[src/rtl/rx_hp_pkg.sv]
// Shared TLP fmt/type codes, receiver FSM encoding and the byte-swap helper
// used when turning little-endian payload DWs into page addresses.
package rx_hp_pkg;

  localparam logic [6:0] MWR32   = 7'b10_00000;
  localparam logic [6:0] MWR64   = 7'b11_00000;
  localparam logic [6:0] MRD32   = 7'b00_00000;
  localparam logic [6:0] MRD64   = 7'b01_00000;
  localparam logic [6:0] IO_RD32 = 7'b00_00010;
  localparam logic [6:0] IO_WR32 = 7'b10_00010;

  typedef enum logic [1:0] {
    ST_IDLE = 2'd0,
    ST_HDR  = 2'd1,
    ST_DATA = 2'd2,
    ST_SKIP = 2'd3
  } state_e;

  function automatic logic [31:0] bswap32(input logic [31:0] d);
    return {d[7:0], d[15:8], d[23:16], d[31:24]};
  endfunction

endpackage

[src/rtl/rx_hp_page_slot.sv]
// One huge-page slot: 64-bit base address register plus its ready flag.
// Address loads whole in one edge; an unlock in the same cycle as a free leaves the page ready.
module rx_hp_page_slot
  import rx_hp_pkg::*;
(
  input  logic        clk,
  input  logic        reset,
  input  logic        addr_we,
  input  logic [63:0] addr_d,
  input  logic        unlock,
  input  logic        free,
  output logic [63:0] addr_o,
  output logic        status_o
);

  logic [63:0] addr_q;
  logic        status_q;
  logic        status_d;

  always_comb begin
    status_d = status_q;
    if (free)   status_d = 1'b0;
    if (unlock) status_d = 1'b1;
  end

  always_ff @(posedge clk) begin
    if (reset) begin
      addr_q   <= '0;
      status_q <= 1'b0;
    end else begin
      if (addr_we) addr_q <= addr_d;
      status_q <= status_d;
    end
  end

  assign addr_o   = addr_q;
  assign status_o = status_q;

endmodule

[src/rtl/rx_hp_addr_table.sv]
// Snoops the TRN RX stream for MWr32/MWr64 hits on one BAR and commits page addresses and
// unlocks on the accepted final beat; stalled beats hold all state, discard aborts the TLP.
module rx_hp_addr_table
  import rx_hp_pkg::*;
#(
  parameter int NUM_PAGES      = 2,
  parameter int BAR_NUM        = 2,
  parameter int ADDR_DW_BASE   = 16,
  parameter int UNLOCK_DW_BASE = 24
) (
  input  logic                      trn_clk,
  input  logic                      reset,
  input  logic [63:0]               trn_rd,
  input  logic [7:0]                trn_rrem_n,
  input  logic                      trn_rsof_n,
  input  logic                      trn_reof_n,
  input  logic                      trn_rsrc_rdy_n,
  input  logic                      trn_rdst_rdy_n,
  input  logic                      trn_rsrc_dsc_n,
  input  logic [6:0]                trn_rbar_hit_n,
  output logic [64*NUM_PAGES-1:0]   huge_page_addr,
  output logic [NUM_PAGES-1:0]      huge_page_status,
  input  logic [NUM_PAGES-1:0]      huge_page_free
);

  localparam int PW = (NUM_PAGES > 1) ? $clog2(NUM_PAGES) : 1;

  state_e          state_q, state_d;
  logic            is64_q, is64_d;
  logic [9:0]      len_q, len_d;
  logic [31:0]     data0_q, data0_d;
  logic [PW-1:0]   page_q, page_d;
  logic            unl_q, unl_d;

  logic acc, sof, eof, dsc, tracked;
  assign acc     = ~trn_rsrc_rdy_n & ~trn_rdst_rdy_n;
  assign sof     = acc & ~trn_rsof_n;
  assign eof     = acc & ~trn_reof_n;
  assign dsc     = ~trn_rsrc_dsc_n;
  assign tracked = ((trn_rd[62:56] == MWR32) || (trn_rd[62:56] == MWR64)) &&
                   !trn_rbar_hit_n[BAR_NUM];

  logic        unused_bits;
  assign unused_bits = ^{trn_rrem_n, trn_rbar_hit_n};

  // Offsets wrap modulo 128, so indices below a base fall far outside every range check.
  logic [5:0] dw_idx;
  logic [6:0] addr_off, unl_off;
  logic       addr_hit, unl_hit, go_data;
  assign dw_idx   = is64_q ? trn_rd[7:2] : trn_rd[39:34];
  assign addr_off = {1'b0, dw_idx} - 7'(ADDR_DW_BASE);
  assign unl_off  = {1'b0, dw_idx} - 7'(UNLOCK_DW_BASE);
  assign addr_hit = (addr_off < 7'(2 * NUM_PAGES)) && !addr_off[0] && (len_q == 10'd2);
  assign unl_hit  = (unl_off < 7'(NUM_PAGES)) && (len_q == 10'd1);
  assign go_data  = addr_hit || (unl_hit && is64_q);

  logic [31:0] w_data0, w_data1;
  logic [63:0] commit_addr;
  assign w_data0     = is64_q ? trn_rd[63:32] : data0_q;
  assign w_data1     = is64_q ? trn_rd[31:0]  : trn_rd[63:32];
  assign commit_addr = {bswap32(w_data1), bswap32(w_data0)};

  always_ff @(posedge trn_clk) begin
    if (reset) begin
      state_q <= ST_IDLE;
      is64_q  <= 1'b0;
      len_q   <= '0;
      data0_q <= '0;
      page_q  <= '0;
      unl_q   <= 1'b0;
    end else begin
      state_q <= state_d;
      is64_q  <= is64_d;
      len_q   <= len_d;
      data0_q <= data0_d;
      page_q  <= page_d;
      unl_q   <= unl_d;
    end
  end

  always_comb begin
    state_d = state_q;
    if (dsc) begin
      state_d = ST_IDLE;
    end else if (acc) begin
      case (state_q)
        ST_IDLE: if (sof && trn_reof_n) state_d = tracked ? ST_HDR : ST_SKIP;
        ST_HDR:  begin
          if (eof)          state_d = ST_IDLE;
          else if (go_data) state_d = ST_DATA;
          else              state_d = ST_SKIP;
        end
        ST_DATA: state_d = eof ? ST_IDLE : ST_SKIP;
        ST_SKIP: if (eof) state_d = ST_IDLE;
        default: state_d = ST_IDLE;
      endcase
    end
  end

  always_comb begin
    is64_d  = is64_q;
    len_d   = len_q;
    data0_d = data0_q;
    page_d  = page_q;
    unl_d   = unl_q;
    if (acc && !dsc) begin
      if (state_q == ST_IDLE && sof && tracked) begin
        is64_d = trn_rd[61];
        len_d  = trn_rd[41:32];
      end
      if (state_q == ST_HDR) begin
        if (!is64_q) data0_d = trn_rd[31:0];
        page_d = addr_hit ? addr_off[PW:1] : unl_off[PW-1:0];
        unl_d  = !addr_hit;
      end
    end
  end

  logic [NUM_PAGES-1:0] addr_we, unlock;
  logic                 hdr_unlock, data_commit;
  assign hdr_unlock  = acc && !dsc && (state_q == ST_HDR) && unl_hit && !is64_q;
  assign data_commit = eof && !dsc && (state_q == ST_DATA);

  always_comb begin
    addr_we = '0;
    unlock  = '0;
    for (int i = 0; i < NUM_PAGES; i++) begin
      if (hdr_unlock && (unl_off[PW-1:0] == PW'(i))) unlock[i] = 1'b1;
      if (data_commit && (page_q == PW'(i))) begin
        if (unl_q) unlock[i]  = 1'b1;
        else       addr_we[i] = 1'b1;
      end
    end
  end

  for (genvar g = 0; g < NUM_PAGES; g++) begin : g_slot
    rx_hp_page_slot u_slot (
      .clk      (trn_clk),
      .reset    (reset),
      .addr_we  (addr_we[g]),
      .addr_d   (commit_addr),
      .unlock   (unlock[g]),
      .free     (huge_page_free[g]),
      .addr_o   (huge_page_addr[64*g +: 64]),
      .status_o (huge_page_status[g])
    );
  end

endmodule

[config.mk]
export PLATFORM = sky130hd
export DESIGN_NAME = rx_hp_addr_table
export DESIGN_NICKNAME = d
export VERILOG_FILES = /design/src/rtl/rx_hp_pkg.sv /design/src/rtl/rx_hp_page_slot.sv /design/src/rtl/rx_hp_addr_table.sv
export SDC_FILE = /design/constraint.sdc
export NUM_CORES = 1
export LEC_CHECK = 0
export ABC_AREA = 1
export CORE_MARGIN = 2
export CORE_UTILIZATION = 50
export CTS_CLUSTER_SIZE = 20
export DETAILED_ROUTE_END_ITERATION = 10
export DONT_BUFFER_PORTS = 1
export SYNTH_ARGS = -nofsm -noshare
export SYNTH_HDL_FRONTEND = slang
export SYNTH_HIERARCHICAL = 1
export SYNTH_SLANG_ARGS = --single-unit
[constraint.sdc]
create_clock -name trn_clk -period 3.5 [get_ports trn_clk]
set_clock_uncertainty 0.15 [all_clocks]
set_input_delay 0.35 -clock trn_clk [delete_from_list [all_inputs] [get_ports trn_clk]]
set_output_delay 0.35 -clock trn_clk [all_outputs]
set_load 0.02 [all_outputs]
[After elaboration in Yosys (flattened, before gate mapping)]
Cells that the tools add are included.
Word-level totals
  flip-flop bits (word level): 177
  bits of input ports: 88
  output and inout bits: 130
Operators by class
  $add $sub $neg: 2
  order comparisons: 2
  eq/ne operators: 9
  multiplexer cells: 24
  bitwise operators: 11
  reductions and logical operators: 32
Operators by type and width (count)
  two-way mux 32 bit: 2
  logical AND 1 bit: 18
  two-way mux 1 bit: 15
  equality test 7 bit, second input constant: 2
  subtractor 6 x 5 -> 7 bit, second input constant: 2
  equality test 10 x 1 -> 1 bit, second input constant: 1
  equality test 10 x 2 -> 1 bit, second input constant: 1
  two-way mux 2 bit: 5
  inverter 1 bit: 8
  one-hot mux 2 bit (4 select lines): 1
  < comparator 7 x 2 -> 1 bit, second input constant: 1
  < comparator 7 x 3 -> 1 bit, second input constant: 1
  two-way mux 6 bit: 1
  AND reduction 3 bit: 2
  equality test 2 bit, second input constant: 2
  zero test 1 bit: 4
  != test 2 bit, second input constant: 2
  AND reduction 2 bit: 2
  nonzero test 2 bit: 2
  AND 1 bit: 3
  equality test 2 x 1 -> 1 bit, second input constant: 1
  zero test 2 bit: 1
  logical OR 1 bit: 2
  OR reduction 2 bit: 1

[Longest topological paths before layout]
  word-level depth: 11
  depth in mapped cells: 14

[Modules after synthesis]
Netlist, hierarchy kept.
Modules (own cells, without submodules)
  rx_hp_page_slot: times used 2, cells an instance 282, area an instance 2280.9 µm², sequential area each 1301.2 µm²
  rx_hp_addr_table: times used 1, cells an instance 453, area an instance 2796.4 µm², sequential area each 940.9 µm²

[Least setup slack after synthesis]
Ideal clock, no wire load.
  path type: register to register
  start point: reg is64_q
  end point: reg state_q[0]
  setup time: 0.114 ns
  arrival: 1.618 ns
  required time: 3.236 ns
  path slack: 1.619 ns
  stages on the path, launching flop included: 14
  buffers on the path: 1
  clock period less this slack: 1.881 ns
  cells stage by stage: dfxtp_1 buf_6 nand2_1 nand2_1 inv_1 ha_1 nor3_1 nand3_2 nor2_2 nor2_1 nand2_1 nand2_1 nand2_1 a21oi_2
On the way
  cells in the longest elaborated chain, start to end: 9
Ends and longest elaborated chain
  start: declaration: line rx_hp_addr_table.sv:29  | logic is64_q, is64_d;
  start signal: assignment: line rx_hp_addr_table.sv:73  | is64_q <= is64_d;
  two-way mux 6 bit *: line rx_hp_addr_table.sv:50  | assign dw_idx = is64_q ? trn_rd[7:2] : trn_rd[39:34];
  named net dw_idx[4]: line rx_hp_addr_table.sv:47  | logic [5:0] dw_idx;
  subtractor 6 x 5 -> 7 bit, on equally long branches: line rx_hp_addr_table.sv:51, rx_hp_addr_table.sv:52
  < comparator 7 x 3 -> 1 bit / < comparator 7 x 2 -> 1 bit (equally long branches): line rx_hp_addr_table.sv:53, rx_hp_addr_table.sv:54
  logical AND 1 bit, on equally long branches: line rx_hp_addr_table.sv:53, rx_hp_addr_table.sv:54
  logical AND 1 bit, on equally long branches: line rx_hp_addr_table.sv:53, rx_hp_addr_table.sv:55
  logical OR 1 bit *: line rx_hp_addr_table.sv:55  | assign go_data = addr_hit || (unl_hit && is64_q);
  two-way mux 1 bit *: line rx_hp_addr_table.sv:90  | else if (go_data) state_d = ST_DATA;
  two-way mux 2 bit *: line rx_hp_addr_table.sv:89  | if (eof) state_d = ST_IDLE;
  one-hot mux 2 bit (4 select lines) *: line rx_hp_addr_table.sv:86  | case (state_q)
  end signal: assignment: line rx_hp_addr_table.sv:72  | state_q <= state_d;
  end: declaration: line rx_hp_addr_table.sv:28  | state_e state_q, state_d;
Mark *: on every way through the listed nets, which the timed path passes. The rest lies on a longest branch.
A chain may end at the register's enable or synchronous reset.

[Worst setup path after layout]
  start point: reg is64_q
  end point: reg g_slot[0].u_slot.status_q
On the way
  cells in the longest elaborated chain, start to end: 11
Ends and longest elaborated chain
  two-way mux 6 bit: line rx_hp_addr_table.sv:50
  subtractor 6 x 5 -> 7 bit: line rx_hp_addr_table.sv:52  | assign unl_off = {1'b0, dw_idx} - 7'(UNLOCK_DW_BASE);
  < comparator 7 x 2 -> 1 bit: line rx_hp_addr_table.sv:54  | assign unl_hit = (unl_off < 7'(NUM_PAGES)) && (len_q == 10'd1);
  logical AND 1 bit: line rx_hp_addr_table.sv:54
  logical AND 1 bit (2 in a row): line rx_hp_addr_table.sv:121  | assign hdr_unlock = acc && !dsc && (state_q == ST_HDR) && unl_hit && !is64_q;
  logical AND 1 bit *: line rx_hp_addr_table.sv:128  | if (hdr_unlock && (unl_off[PW-1:0] == PW'(i))) unlock[i] = 1'b1;
  two-way mux 1 bit *: line rx_hp_addr_table.sv:128
  two-way mux 1 bit: line rx_hp_addr_table.sv:130  | if (unl_q) unlock[i] = 1'b1;
  two-way mux 1 bit *: line rx_hp_addr_table.sv:129  | if (data_commit && (page_q == PW'(i))) begin
  named net unlock[0]: line rx_hp_addr_table.sv:119  | logic [NUM_PAGES-1:0] addr_we, unlock;
  two-way mux 1 bit / nonzero test 2 bit (equally long branches)
  end signal: assignment: line rx_hp_page_slot.sv:32  | status_q <= status_d;
  end: declaration: line rx_hp_page_slot.sv:17  | logic status_q;
Marks and branches as above.

==> metrics.md <==
| Metric | Value |
|---|---|
| Gr ovfl total | 0 |
| WP data arrival | a little over 3000 ps |
| Maximum vdd ir drop | a little over 0.3 mV |
| Final setup viols | 0 |
| IO Count | between 200 and 250 |
| Placer Congestion | about 0.8 |
| Cells after DPL | 1146 |
| CP startpoint kind | flop |
| Non-Filler Instances | about 1.2k |
| Synth Area per Inst | between 7 and 8 sq um |
| Worst Max-Slew Pin Slew | around 1100 ps |
| Latest clock arrival within the worst-skew pair | roughly 430 ps |
| Root Buffer | clkbuf_16 |
| Min-delay src | trn_rd[11] |
| Synth warn | 6 |
| Initial antenna violation count | 0 |
| Die Area | ~16000 sq um |
| Layout cells sized above 1 | 6.72% |
| Largest net degree at the start of global routing | a little under 70 |
| Final hold viol count | 0 |
| Die Width | about 130 microns |
| DR vias/cell | 5.29 |
| EDFF count, synth | 0 |
| Clk sink count | 177 |
| Slew margin rel. | ~29% |
| TritonCTS clock tree | yes |
| Ant. Diodes | 0 |
| Clock Path Buffers | 2 |
| Fin. max-slew vios | 0 |
| Pleak | approximately 0.0038 uW |
| Hold slack final | slightly above 60 ps |
| Ys flop type | dfxtp_1 |
| Worst Setup SP | is64_q |
| CTS H-tree depth | 4 |
| Post-route ant nets | 0 |
| Nets | roughly 1.1k |
| Crit end category | flop |
| Gr usage total | roughly 27% |
| RSZ-0062 raised after global routing | false |
| Setup Buffers After CTS | 0 |
| Min Tclk post-route | between 2000 and 3000 ps |
| FP Rows | between 40 and 50 |
| Share of flip-flops with an asynchronous set or reset | 0% |
| Synth-to-Final Area Change | 12.2% |
| Register bit total from synthesis | roughly 180 |
| Worst Path Max Fanout | between 60 and 70 |
| FF-to-FF setup slack | 670 ps |
| Crit Path Class | reg -> reg |
| First-pass GRT wire length | roughly 34000 microns |
| PwrDens | approximately 480 nW/um^2 |
| CTS clock-pin slew for the worst setup and hold paths | 70 ps |
| Initial Utilization | 50.8% |
| Core ar. | 14500 sq um |
| Max Clock Freq | 354 MHz |
| Drt wl/cell | between 15 and 20 microns |
| I/O Buffers | 0 |
| Total Wirelength | about 21000 microns |
| Synth top area share | between 40% and 50% |
| DP HPWL | roughly 14000 microns |
| Via count | 6482 |
| Worst hold path type | in -> reg |
| Post-Syn Area | between 7000 and 8000 sq um |
| Syn Nets | between 1k and 1.5k |
| Total CTS buffers | 17 |
| First drt pass iteration count | 4 |
| Synth top area cells | dfxtp_1, nor2_1, o21ai_0 |
| Period utilization | 80.7% |
| Fill cells | between 1k and 1.5k |
| Vias in the first global route | around 6.1k |
| DRC Markers | 0 |
| CP required | about 3700 ps |
| Synth area leader | dfxtp_1 |
| DRT iter0 DRCs | roughly 500 |
| Yosys cell types | 34 |
| Outcome | complete, no violations |
| Post-synthesis sequential area ratio | 48.2% |
| Setup TNS Final | 0 ps |
| R2R Path Start | is64_q |
| Cells after synthesis | slightly above 1k |
| Height of the die | approximately 130 microns |
| Max cap viols | 0 |
[power by group]
group	internal (uW)	switching [uW]	total [uW]	leakage, uW
registers	2010	1.47	2010	0.00143
clock network	954	886	1840	0.000262
logic	55.1	85.7	141	0.00210
[flip-flops by register name, indices dropped and copies added (netlist names)]
register,count
data0_q,32
g_slot.u_slot/addr_o,128
g_slot.u_slot/status_o,2
is64_q,1
len_q,10
page_q,1
state_q,2
unl_q,1
[stage by stage]
| step | cell area, sq um | total power [uW] | util (%) | setup slack [ps] |
|---|---|---|---|---|
| floorplan | 7360 | 2130 | - | 1620 |
| global placement | 7220 | 2160 | 49.9 | 1260 |
| detailed placement | 7220 | 2160 | 49.9 | 1260 |
| CTS | 8250 | 4010 | 57.0 | 720 |
| global route | 8250 | 4120 | 57.0 | 443 |
| finish | 8250 | 4000 | 57.0 | 674 |
[cell usage after synthesis, types with 2 or more instances]
cell type / instances
a21oi_1: 8
and2_1: 2
buf_2: 15
buf_4: 11
buf_6: 20
clkbuf_1: 16
dfxtp_1: 177
inv_1: 53
inv_2: 7
inv_6: 2
nand2_1: 101
nand2_2: 5
nand3_1: 6
nor2_1: 336
nor2_2: 4
nor2b_1: 8
o211ai_1: 2
o21ai_0: 197
o21ai_1: 30
o21ai_2: 2
o22ai_1: 2
[worst max-delay path, stage by stage (launching register included)]
cell           delay (ps)
dfxtp_2               650
inv_2                  60
buf_4                 330
nand2_1               150
nand2_2               100
nor2_1                180
nand2_2                80
inv_1                  70
nand3_1               100
o22ai_1               160
inv_1                  60
a21oi_1               130
dlygate4sd3_1         540
[metal layers]
metal  global-route usage (%)  routed length [microns]  share of wire (%)  up-vias
met5                        0                        0                  0        -
met1                     34.0                     9130                 42     2976
met2                     44.2                    10200                 47      223
met3                     8.26                     1690                7.9       34
li1                         -                        -                  -     3249
met4                     9.93                      520                2.4        0
[cell type report]
| cell class | count | area (sq um) | area share (%) |
|---|---|---|---|
| Inverter | 62 | 243 | 2.94 |
| Clock buffer | 18 | 439 | 5.32 |
| Timing Repair Buffer | 56 | 538 | 6.52 |
| Clock inverter | 14 | 124 | 1.50 |
| Multi-Input combinational cell | 714 | 3140 | 38.0 |
| Tap cell | 184 | 230 | 2.79 |
| Sequential cell | 177 | 3540 | 42.9 |
[layout by cell type (no fill, tap or decap)]
master | netlist | final
a21oi_1 | 8 | 8
nor3_2 | 1 | 1
nor2_2 | 4 | 4
nand3_2 | 1 | 1
a21oi_2 | 1 | 1
nand3_1 | 6 | 6
clkinv_4 | 0 | 1
a31oi_1 | 1 | 1
nand2_1 | 101 | 101
nor4_4 | 1 | 1
nor2_1 | 336 | 334
clkinvlp_4 | 0 | 5
nand4_2 | 1 | 1
ha_1 | 1 | 1
dlygate4sd3_1 | 0 | 47
nor3_1 | 1 | 1
o21ai_0 | 197 | 197
o22ai_1 | 2 | 2
o211ai_1 | 2 | 2
and2_1 | 2 | 2
o21ai_2 | 2 | 2
clkbuf_16 | 0 | 17
dfxtp_1 | 177 | 176
inv_1 | 53 | 53
o21ai_1 | 30 | 30
dfxtp_2 | 0 | 1
nor2_4 | 1 | 3
inv_6 | 2 | 7
and2_0 | 1 | 1
clkbuf_8 | 0 | 1
nor2b_1 | 8 | 8
inv_2 | 7 | 7
nand2_2 | 5 | 5
inv_8 | 0 | 3
nor4_1 | 1 | 1
buf_4 | 11 | 9
[logic make-up (layout without fill, tap and decap cells)]
logic type	Yosys count	after routing	share of synthesized area (%)
compound gates	243	243	16.8
fa+ha+maj	1	1	0.170
buf+inv	126	150	9.44
flops	177	177	48.2
simple gates	470	470	25.4
[final timing paths]
path                                  to  depth (start not counted)
max            g_slot[0].u_slot/status_o                         12
min          g_slot[0].u_slot/addr_o[51]                          4
max reg2reg    g_slot[0].u_slot/status_o                         12
min reg2reg                     len_q[5]                          2
[what timing repair did]
item	4_1_cts	5_1_grt
hold buffers	47	0
hold endpoints to repair	47	0
resized for setup	0	0
setup endpoints to repair	0	0
Note: power is estimated with default switching activity, not from simulation.
